[config.mk]
export PLATFORM = sky130hd
export DESIGN_NAME = glb_pe_cfg_sched_flat
export DESIGN_NICKNAME = d
export VERILOG_FILES = /design/src/rtl/glb_pe_pkg.sv /design/src/rtl/glb_pe_cfg_sched_if.sv /design/src/rtl/glb_pe_tag_table.sv /design/src/rtl/glb_pe_cfg_sched.sv /design/src/flat_wrapper.sv
export SDC_FILE = /design/constraint.sdc
export NUM_CORES = 1
export LEC_CHECK = 0
export CORE_AREA = 2 2 161 124
export DETAILED_ROUTE_END_ITERATION = 6
export DIE_AREA = 0 0 163 126
export PLACE_DENSITY = 0.78
export SLEW_MARGIN = 15
export SYNTH_ARGS = -nofsm -noshare
export SYNTH_HDL_FRONTEND = slang
export SYNTH_SLANG_ARGS = --single-unit
[constraint.sdc]
create_clock -name clk -period 4 [get_ports clk]
set_clock_uncertainty 0.1 [all_clocks]
set_input_delay 0.8 -clock clk [delete_from_list [all_inputs] [get_ports clk]]
set_output_delay 0.8 -clock clk [all_outputs]
set_load 0.02 [all_outputs]
[src/rtl/glb_pe_pkg.sv]
`default_nettype none
// ============================================================================
// Package : glb_pe_pkg
// Brief   : Shared PE-array geometry, scheduler state encoding and tag record.
// Rev     : 1.0 - initial release
// ============================================================================
package glb_pe_pkg;

    // Array geometry is fixed here because the tag record and the strobe
    // vector widths of every file in this slice derive from it.
    localparam int NUM_ROW   = 4;
    localparam int NUM_COL   = 4;
    localparam int NUM_PE    = NUM_ROW * NUM_COL;
    localparam int TAG_WIDTH = 4;
    localparam int IDX_WIDTH = (NUM_PE > 1) ? $clog2(NUM_PE) : 1;

    typedef enum logic [2:0] {
        IDLE      = 3'd0,
        TAG_DRIVE = 3'd1,
        RUN       = 3'd2,
        DONE      = 3'd3,
        ERROR     = 3'd4
    } sched_state_t;

    typedef struct packed {
        logic [TAG_WIDTH-1:0] row_tag;
        logic [TAG_WIDTH-1:0] col_tag;
    } pe_tag_t;

endpackage
`default_nettype wire

[src/rtl/glb_pe_cfg_sched_if.sv]
`default_nettype none
// ============================================================================
// Interface : glb_pe_cfg_sched_if
// Brief     : Input beat stream plus PE-array multicast bus and tag strobes.
// Rev       : 1.0 - initial release
// ============================================================================
interface glb_pe_cfg_sched_if #(
    parameter int DATA_WIDTH = 16,
    parameter int TAG_WIDTH  = 4,
    parameter int NUM_PE     = 16
);
    logic                  s_valid;
    logic                  s_ready;
    logic [DATA_WIDTH-1:0] s_data;
    logic [TAG_WIDTH-1:0]  s_row_tag;
    logic [TAG_WIDTH-1:0]  s_col_tag;

    logic [NUM_PE-1:0]     pe_external;
    logic [NUM_PE-1:0]     pe_tag_lock;

    logic                  bus_valid;
    logic                  bus_ready;
    logic [DATA_WIDTH-1:0] bus_data;
    logic [TAG_WIDTH-1:0]  bus_row_tag;
    logic [TAG_WIDTH-1:0]  bus_col_tag;

    modport master (
        input  s_valid, s_data, s_row_tag, s_col_tag, pe_tag_lock, bus_ready,
        output s_ready, pe_external, bus_valid, bus_data, bus_row_tag, bus_col_tag
    );

    modport slave (
        output s_valid, s_data, s_row_tag, s_col_tag, pe_tag_lock, bus_ready,
        input  s_ready, pe_external, bus_valid, bus_data, bus_row_tag, bus_col_tag
    );
endinterface
`default_nettype wire

[src/rtl/glb_pe_tag_table.sv]
`default_nettype none
// ============================================================================
// Module : glb_pe_tag_table
// Brief  : NUM_PE-entry (row,col) tag register file, sync write, comb read.
// Rev    : 1.0 - initial release
// ============================================================================
module glb_pe_tag_table
    import glb_pe_pkg::*;
(
    input  logic                 clk,
    input  logic                 wr_en,
    input  logic [IDX_WIDTH-1:0] wr_addr,
    input  pe_tag_t              wr_data,
    input  logic [IDX_WIDTH-1:0] rd_addr,
    output pe_tag_t              rd_data
);
    // Contents are deliberately left out of reset so a table survives rstn.
    pe_tag_t r_mem [NUM_PE];

    always_ff @(posedge clk) begin
        if (wr_en) begin
            r_mem[wr_addr] <= wr_data;
        end
    end

    assign rd_data = r_mem[rd_addr];
endmodule
`default_nettype wire

[src/rtl/glb_pe_cfg_sched.sv]
`default_nettype none
// ============================================================================
// Module : glb_pe_cfg_sched
// Brief  : Tags each global PE in turn, then forwards tagged beats to the bus.
// Rev    : 1.0 - initial release
// ============================================================================
module glb_pe_cfg_sched
    import glb_pe_pkg::*;
#(
    parameter int DATA_WIDTH = 16,
    parameter int TIMEOUT    = 255,
    parameter int LEN_WIDTH  = 16
) (
    input  logic                 clk,
    input  logic                 rstn,
    input  logic                 tbl_we,
    input  logic [IDX_WIDTH-1:0] tbl_addr,
    input  logic [TAG_WIDTH-1:0] tbl_row_tag,
    input  logic [TAG_WIDTH-1:0] tbl_col_tag,
    input  logic                 start,
    input  logic                 abort,
    input  logic [LEN_WIDTH-1:0] run_len,
    glb_pe_cfg_sched_if.master   sif,
    output logic                 busy,
    output logic                 done,
    output logic                 error
);
    localparam int WAIT_WIDTH = $clog2(TIMEOUT + 1);

    sched_state_t          r_state;
    sched_state_t          w_state_nxt;
    logic [IDX_WIDTH-1:0]  r_pe_idx;
    logic [WAIT_WIDTH-1:0] r_wait_cnt;
    logic [LEN_WIDTH-1:0]  r_len;
    logic [LEN_WIDTH-1:0]  r_beat_cnt;
    logic [LEN_WIDTH-1:0]  r_acc_cnt;
    logic                  r_skid_valid;
    logic [DATA_WIDTH-1:0] r_skid_data;
    logic [TAG_WIDTH-1:0]  r_skid_row;
    logic [TAG_WIDTH-1:0]  r_skid_col;

    pe_tag_t w_cur_tag;
    logic    w_lock;
    logic    w_timeout;
    logic    w_last_pe;
    logic    w_s_ready;
    logic    w_accept;
    logic    w_handshake;
    logic    w_last_beat;
    logic    w_restart;

    glb_pe_tag_table u_tag_table (
        .clk     (clk),
        .wr_en   (tbl_we && (r_state == IDLE)),
        .wr_addr (tbl_addr),
        .wr_data ({tbl_row_tag, tbl_col_tag}),
        .rd_addr (r_pe_idx),
        .rd_data (w_cur_tag)
    );

    assign w_lock      = sif.pe_tag_lock[r_pe_idx];
    assign w_timeout   = (r_wait_cnt == WAIT_WIDTH'(TIMEOUT));
    assign w_last_pe   = (r_pe_idx == IDX_WIDTH'(NUM_PE - 1));
    assign w_restart   = ((r_state == IDLE) || (r_state == ERROR)) && start && !abort;
    // Acceptance stops once len beats are in, so beat_cnt can never pass len.
    assign w_s_ready   = (r_state == RUN) && (r_acc_cnt != r_len) &&
                         (!r_skid_valid || sif.bus_ready);
    assign w_accept    = sif.s_valid && w_s_ready;
    assign w_handshake = (r_state == RUN) && r_skid_valid && sif.bus_ready;
    assign w_last_beat = w_handshake && ((r_beat_cnt + LEN_WIDTH'(1)) == r_len);

    always_ff @(posedge clk or negedge rstn) begin
        if (!rstn) begin
            r_state <= IDLE;
        end else begin
            r_state <= w_state_nxt;
        end
    end

    always_comb begin
        w_state_nxt = r_state;
        if (abort) begin
            w_state_nxt = IDLE;
        end else begin
            case (r_state)
                IDLE, ERROR: begin
                    if (start) w_state_nxt = TAG_DRIVE;
                end
                TAG_DRIVE: begin
                    if (w_lock) begin
                        if (w_last_pe) w_state_nxt = (r_len == '0) ? DONE : RUN;
                    end else if (w_timeout) begin
                        w_state_nxt = ERROR;
                    end
                end
                RUN: begin
                    if (w_last_beat) w_state_nxt = DONE;
                end
                DONE:    w_state_nxt = IDLE;
                default: w_state_nxt = IDLE;
            endcase
        end
    end

    always_ff @(posedge clk or negedge rstn) begin
        if (!rstn) begin
            r_pe_idx     <= '0;
            r_wait_cnt   <= '0;
            r_len        <= '0;
            r_beat_cnt   <= '0;
            r_acc_cnt    <= '0;
            r_skid_valid <= 1'b0;
            r_skid_data  <= '0;
            r_skid_row   <= '0;
            r_skid_col   <= '0;
        end else begin
            if (w_restart) begin
                r_pe_idx   <= '0;
                r_wait_cnt <= '0;
                r_len      <= run_len;
                r_beat_cnt <= '0;
                r_acc_cnt  <= '0;
            end else if (r_state == TAG_DRIVE) begin
                if (w_lock) begin
                    r_wait_cnt <= '0;
                    if (!w_last_pe) r_pe_idx <= r_pe_idx + 1'b1;
                end else if (!w_timeout) begin
                    r_wait_cnt <= r_wait_cnt + 1'b1;
                end
            end

            if (w_accept)    r_acc_cnt  <= r_acc_cnt + 1'b1;
            if (w_handshake) r_beat_cnt <= r_beat_cnt + 1'b1;

            // Leaving RUN for any reason (abort included) empties the skid.
            if (w_state_nxt != RUN) begin
                r_skid_valid <= 1'b0;
            end else if (w_accept) begin
                r_skid_valid <= 1'b1;
                r_skid_data  <= sif.s_data;
                r_skid_row   <= sif.s_row_tag;
                r_skid_col   <= sif.s_col_tag;
            end else if (w_handshake) begin
                r_skid_valid <= 1'b0;
            end
        end
    end

    always_comb begin
        sif.pe_external = '0;
        sif.bus_valid   = 1'b0;
        sif.bus_data    = '0;
        sif.bus_row_tag = '0;
        sif.bus_col_tag = '0;
        done            = 1'b0;
        error           = 1'b0;
        case (r_state)
            TAG_DRIVE: begin
                sif.pe_external = NUM_PE'(1) << r_pe_idx;
                sif.bus_valid   = 1'b1;
                sif.bus_row_tag = w_cur_tag.row_tag;
                sif.bus_col_tag = w_cur_tag.col_tag;
            end
            RUN: begin
                sif.bus_valid   = r_skid_valid;
                sif.bus_data    = r_skid_data;
                sif.bus_row_tag = r_skid_row;
                sif.bus_col_tag = r_skid_col;
            end
            DONE:    done  = 1'b1;
            ERROR:   error = 1'b1;
            default: ;
        endcase
    end

    assign sif.s_ready = w_s_ready;
    assign busy        = (r_state != IDLE);
endmodule
`default_nettype wire

[src/flat_wrapper.sv]
// flat-port wrapper written by rule: the top's interface ports become plain ports
module glb_pe_cfg_sched_flat import glb_pe_pkg::*;
#(
    parameter int DATA_WIDTH = 16,
    parameter int TIMEOUT    = 255,
    parameter int LEN_WIDTH  = 16
)
  (clk, rstn, tbl_we, tbl_addr, tbl_row_tag, tbl_col_tag, start, abort, run_len, busy, done, error, sif_s_valid, sif_s_data, sif_s_row_tag, sif_s_col_tag, sif_pe_tag_lock, sif_bus_ready, sif_s_ready, sif_pe_external, sif_bus_valid, sif_bus_data, sif_bus_row_tag, sif_bus_col_tag);
  glb_pe_cfg_sched_if #(.DATA_WIDTH(DATA_WIDTH), .TAG_WIDTH(TAG_WIDTH), .NUM_PE(NUM_PE)) sif_i ();
  input  logic clk;
  input  logic rstn;
  input  logic tbl_we;
  input  logic [IDX_WIDTH-1:0] tbl_addr;
  input  logic [TAG_WIDTH-1:0] tbl_row_tag;
  input  logic [TAG_WIDTH-1:0] tbl_col_tag;
  input  logic start;
  input  logic abort;
  input  logic [LEN_WIDTH-1:0] run_len;
  output logic busy;
  output logic done;
  output logic error;
  input wire logic [$bits(sif_i.s_valid)-1:0] sif_s_valid;
  input wire logic [$bits(sif_i.s_data)-1:0] sif_s_data;
  input wire logic [$bits(sif_i.s_row_tag)-1:0] sif_s_row_tag;
  input wire logic [$bits(sif_i.s_col_tag)-1:0] sif_s_col_tag;
  input wire logic [$bits(sif_i.pe_tag_lock)-1:0] sif_pe_tag_lock;
  input wire logic [$bits(sif_i.bus_ready)-1:0] sif_bus_ready;
  output wire logic [$bits(sif_i.s_ready)-1:0] sif_s_ready;
  output wire logic [$bits(sif_i.pe_external)-1:0] sif_pe_external;
  output wire logic [$bits(sif_i.bus_valid)-1:0] sif_bus_valid;
  output wire logic [$bits(sif_i.bus_data)-1:0] sif_bus_data;
  output wire logic [$bits(sif_i.bus_row_tag)-1:0] sif_bus_row_tag;
  output wire logic [$bits(sif_i.bus_col_tag)-1:0] sif_bus_col_tag;
  assign sif_i.s_valid = sif_s_valid;
  assign sif_i.s_data = sif_s_data;
  assign sif_i.s_row_tag = sif_s_row_tag;
  assign sif_i.s_col_tag = sif_s_col_tag;
  assign sif_i.pe_tag_lock = sif_pe_tag_lock;
  assign sif_i.bus_ready = sif_bus_ready;
  assign sif_s_ready = sif_i.s_ready;
  assign sif_pe_external = sif_i.pe_external;
  assign sif_bus_valid = sif_i.bus_valid;
  assign sif_bus_data = sif_i.bus_data;
  assign sif_bus_row_tag = sif_i.bus_row_tag;
  assign sif_bus_col_tag = sif_i.bus_col_tag;
  glb_pe_cfg_sched #(.DATA_WIDTH(DATA_WIDTH), .TIMEOUT(TIMEOUT), .LEN_WIDTH(LEN_WIDTH)) u_core (.clk(clk), .rstn(rstn), .tbl_we(tbl_we), .tbl_addr(tbl_addr), .tbl_row_tag(tbl_row_tag), .tbl_col_tag(tbl_col_tag), .start(start), .abort(abort), .run_len(run_len), .sif(sif_i), .busy(busy), .done(done), .error(error));
endmodule
# [Word level (Yosys, flattened, before mapping)]
# Memory sizes are Yosys's and may differ from the RTL's.
# Index checks and enable logic that the tools add are counted.
[word_totals] regBits=88 ramBits=128 input_bits=75 elab_cells=87 mem_count=1
[memory_table] name="u_core.u_tag_table.r_mem" depth=16 width=8 read_ports=1 rd_ports_with_merged_regs=0 write_ports=1 line_no="glb_pe_tag_table.sv:18" text="pe_tag_t r_mem [NUM_PE];"
[classes] addsub=4 order_cmp=1 eq_ne=11 shifts=1 n_mux=33 n_bitwise=1 reduce_logical=25
[ops] operator="$mux 16" count=5
[ops] operator="$add 16x1->16 const B" count=2
[ops] operator="$mux 8" count=4
[ops] operator="$mux 3" count=6
[ops] operator="$eq 16x16->1" count=1
[ops] operator="$logic_not 16->1" count=1
[ops] operator="$mux 4" count=4
[ops] operator="$ne 16x16->1" count=1
[ops] operator="$pmux 4 s2" count=2
[ops] operator="$shl 1x4->16 const A" count=1
[ops] operator="$logic_and 1x1->1" count=9
[ops] operator="$mux 1" count=9
[ops] operator="$pmux 3 s3" count=1
[ops] operator="$add 8x1->8 const B" count=1
[ops] operator="$eq 8x8->1 const B" count=1
[ops] operator="$reduce_bool 2->1" count=4
[ops] operator="$eq 3x2->1 const B" count=2
[ops] operator="$ne 3x2->1 const B" count=2
[ops] operator="$reduce_bool 3->1" count=2
[ops] operator="$lt 4x5->1 const B" count=1
[ops] operator="$add 4x1->4 const B" count=1
[ops] operator="$bmux 1 s4" count=1
[ops] operator="$eq 4x4->1 const B" count=1
[ops] operator="$reduce_and 2->1" count=2
[ops] operator="10 further kinds" count=12

# [Longest topological paths before layout]
[logic_depth] ltp_word=10 depth_mapped=11

# [By module]
# A second synthesis with hierarchy kept.
[hier_totals] cells_unflattened=792 hier_area_um2=10341.2
[modules_own_cells] module="glb_pe_cfg_sched" instances=1 cells_per_inst=571 area_each_um2=5353.9 seq_area_each_um2=2202.1
[modules_own_cells] module="glb_pe_tag_table" instances=1 cells_per_inst=221 area_each_um2=4987.3 seq_area_each_um2=3843.7

# [Worst setup path before layout]
# Ideal clock, no wire load.
[synth_timing] kind="reg-to-output" startpoint="register u_core.r_pe_idx[0]" endpoint="output port sif_bus_col_tag[0]" arrival_time_ns=2.147 required_time_ns=3.100 path_slack_ns=0.953 path_stages_with_launch=8 path_cell_list="dfrtp_1 -> buf_2 -> buf_1 -> mux4_2 -> nand2_1 -> a21oi_1 -> a21oi_1 -> o21ai_0"
[synth_via] elab_chain_cells=2
[synth_rtl] element="start: declaration" line_no="glb_pe_cfg_sched.sv:32" text="logic [IDX_WIDTH-1:0] r_pe_idx;"
[synth_rtl] element="start signal: assignment" line_no="glb_pe_cfg_sched.sv:126" text="if (!w_last_pe) r_pe_idx <= r_pe_idx + 1'b1;"
[synth_rtl] element="$mem_v2 16x8"
[synth_rtl] element="$pmux 4 s2" line_no="glb_pe_cfg_sched.sv:157" text="case (r_state)"
[synth_rtl] element="end: declaration" line_no="flat_wrapper.sv:33" text="output wire logic [$bits(sif_i.bus_col_tag)-1:0] sif_bus_col_tag;"
# Every way passes these cells.

# [Final worst setup path]
[layout_timing] startpoint="register u_core.r_pe_idx[0]" endpoint="output port sif_bus_col_tag[3]"
# The elaborated chain is that of the path after synthesis.

==> flow_summary.json <==
{
  "status": "complete, no violations",
  "cp.required_ns": 3.10,
  "tritoncts.num_buffers": 21,
  "via_count": 7215,
  "routed_wl_um": 24400,
  "htree_levels": 1,
  "die_x_um": 163,
  "die_h_um": 126,
  "leakage_nw": 4.74,
  "synth_most_common_cell": "edfxtp_1",
  "cp.arrival_ns": 2.84,
  "ys_top_cells_by_count": "edfxtp_1, nand2_1, dfrtp_1",
  "finalSetupViolations": 0,
  "first_pass_iters": 5,
  "grt_setup_unrepaired": "false",
  "synth_top_family_by_area": "simple AND/OR/NAND/NOR gates",
  "relSlewSlack_pct": 34.5,
  "finalSetupTns_ns": 0,
  "wl_per_cell_um": 20.3,
  "cpMostUsedCell": "a21oi_1",
  "synth_edf_count": 128,
  "start_util_pct": 54.1,
  "tightest_slew_ns": 0.980,
  "critPathSlowestCell": "clkdlybuf4s50_1",
  "drtAntennaViolNets": 0,
  "cp_cell_sequence": "buf_12 > mux4_2 > nand2_1 > a21oi_1 > a21oi_1 > o21ai_0 > clkdlybuf4s50_1",
  "hold_viol_final": 0,
  "placed_cells": 1165,
  "cap_violations": 0,
  "clockRootBuffer": "clkbuf_16",
  "synthArstFlopShare_pct": 40.7,
  "placementRows": 44,
  "grt_pass1_wl_um": 38400,
  "crit-reg2reg-launch": "u_core.r_beat_cnt[0]",
  "cp_num_buf_inv": 2,
  "placed_area_um2": 11700,
  "die_area_um2": 20500,
  "synthXorXnorAreaFrac_pct": 3.50,
  "rrSetupSlack_ns": 0.87,
  "grt_pass1_vias": 6875,
  "report.power.total_mw": 5.89,
  "cp_max_fo": 16,
  "yosys-top-cells-area": "edfxtp_1, dfrtp_1, mux4_2, nand2_1, mux2_4",
  "cts_hold_buf": 0,
  "min_period_over_period_pct": 93.5,
  "synthDominantCellAreaShare_pct": 37.4,
  "finish.utilization_pct": 65.5,
  "final_cells": 1203,
  "worst_slack_ns": 0.261,
  "ys_warn_count": 0,
  "synth_seq_cells": 216,
  "clk_pin_slew_worst_paths_ns": 0.07,
  "synth_fp_nets": 903,
  "route.detailed.drc": 0,
  "synthSimpleGateAreaFrac_pct": 14.8,
  "synth_cell_types": 56,
  "antenna_cells": 0,
  "synthCells": 819,
  "dp_slack_ns": 0.535,
  "cts_tree": "yes",
  "hold_path.class": "in2async",
  "ff2ff_path_depth": 8,
  "critPathTopFamily": "buffers and inverters",
  "end_kind": "output port",
  "grt.total_usage_pct": 24.1,
  "portBuffers": 119,
  "hold_ws_ns": 0.353,
  "netlist_area_um2": 10300,
  "drive_above_1_share_pct": 12.8,
  "antenna_found_initial": 0,
  "yosysTopAreaCell": "edfxtp_1",
  "grt_overflow": 0,
  "slew_viol_final": 0,
  "clkLatencyLatePin_ns": 0.49,
  "synthMuxAreaShare_pct": 12.8,
  "core_um2": 19000,
  "synthAdderAreaFrac_pct": 1.21,
  "critPathLaunchType": "register",
  "stdcell_area_um2": 12400,
  "cpPeakStageDelay_ns": 0.56,
  "via_per_inst": 6.00,
  "synth_flop_cell": "edfxtp_1",
  "place.gp.congestion": 0.880,
  "cellPowerDensity_nw_per_um2": 473,
  "syn2layout_area_growth_pct": 21.1,
  "min_period_ns": 3.74,
  "fmax_ghz": 0.267,
  "cts.path.max_buffers": 3,
  "vdd_drop_max_mv": 0.270,
  "cts.sink_count": 216,
  "postSynthAreaPerCell_um2": 12.5,
  "synth-seq-area-share_pct": 58.9,
  "worst_r2r_endpoint": "u_core.r_skid_data[15]",
  "n_fill_cell": 1351,
  "drtIter0Drc": 742,
  "ios": 120,
  "synth_compound_area_share_pct": 6.31,
  "fin_nets": 1019,
  "crit_type": "reg2out",
  "dp_hpwl_um": 16600,
  "grt_max_degree": 77
}
-- layout make-up --
| type | instances | area [um2] | share of cell area (%) |
|---|---|---|---|
| clock inverters | 14 | 181 | 1.46 |
| well taps | 253 | 317 | 2.54 |
| flip-flops and latches | 216 | 6050 | 48.6 |
| inverters | 11 | 41.3 | 0.332 |
| clock buffers | 24 | 537 | 4.31 |
| multi-input cells | 548 | 3970 | 31.9 |
| repair buffers | 137 | 1350 | 10.8 |
-- state kept, by name, indices dropped and copies added (netlist names) --
| name | cells |
|---|---|
| u_core.r_skid_col | 4 |
| u_core.r_skid_valid | 1 |
| u_core.r_beat_cnt | 16 |
| u_core.r_skid_data | 16 |
| u_core.r_len | 16 |
| u_core.r_pe_idx | 4 |
| u_core.r_skid_row | 4 |
| u_core.r_state | 3 |
| u_core.r_acc_cnt | 16 |
| u_core.u_tag_table.r_mem | 128 |
| u_core.r_wait_cnt | 8 |
-- worst register-to-register path: stages, from the launching register on --
cell,delay [ns]
dfrtp_1,0.44
ha_1,0.29
nand3_1,0.31
o21ai_1,0.30
nand4_1,0.12
nor4_1,0.31
nand4_1,0.12
o31a_2,0.59
mux2_1,0.44
-- cell usage in the layout, fill, tap and decap left out, types with 9 or more instances in the layout --
master           Yosys  routed
edfxtp_1           128     128
clkdlybuf4s50_1      0     118
nand2_1            102     102
dfrtp_1             88      86
nor2_1              59      59
o21ai_0             41      41
mux4_2              37      37
xnor2_1             31      31
a21oi_1             30      30
nand3_1             28      28
and3_1              23      23
and2_1              23      22
clkbuf_16            0      21
mux2_4              20      20
nand4_1             18      18
nor3_1              17      17
buf_4                4      17
o31ai_1             13      13
mux2i_1             12      12
inv_1               10      10
nor4_1              10      10
xor2_1              10      10
o21ai_1              9       9
ha_1                 9       9
-- kinds of logic after synthesis --
kind of cell / after synthesis
flops: 216
buf+inv: 55
simple gates: 310
fa+ha+maj: 10
xor+xnor: 41
mux: 74
compound gates: 113
-- power by group --
part	leakage (nW)	internal (mW)	total, mW	switching (mW)
Clock	0.351	1.23	2.06	0.826
Combinational	2.04	0.632	1.26	0.625
Sequential	2.35	2.44	2.58	0.139
-- layer usage --
layer | wire length (um) | GRT usage [%] | share of wire [%]
met1 | 11000 | 37.4 | 45
met2 | 10800 | 35.7 | 44
met3 | 2170 | 4.94 | 8.9
met4 | 442 | 5.00 | 1.8
met5 | 0 | 0 | 0
-- how the worst max path moves through the flow --
stage                             from                endpoint  slack [ns]  depth (start not counted)
floorplan           u_core.r_pe_idx[0]      sif_bus_col_tag[0]        0.95                          7
global placement         sif_bus_ready   u_core.r_skid_data[0]        0.56                          7
detailed placement       sif_bus_ready  u_core.r_skid_data[15]        0.53                          7
CTS                  u_core.r_state[2]      sif_bus_col_tag[3]        0.11                          7
global route        u_core.r_pe_idx[0]      sif_bus_col_tag[3]        0.13                          7
finish              u_core.r_pe_idx[0]      sif_bus_col_tag[3]        0.26                          7
-- what timing repair did --
item / 4_1_cts / 5_1_grt
resized for setup: 0 / 1
setup endpoints to repair: 0 / 3
setup buffers: 0 / 0
Power figures use the tool's default switching activity.
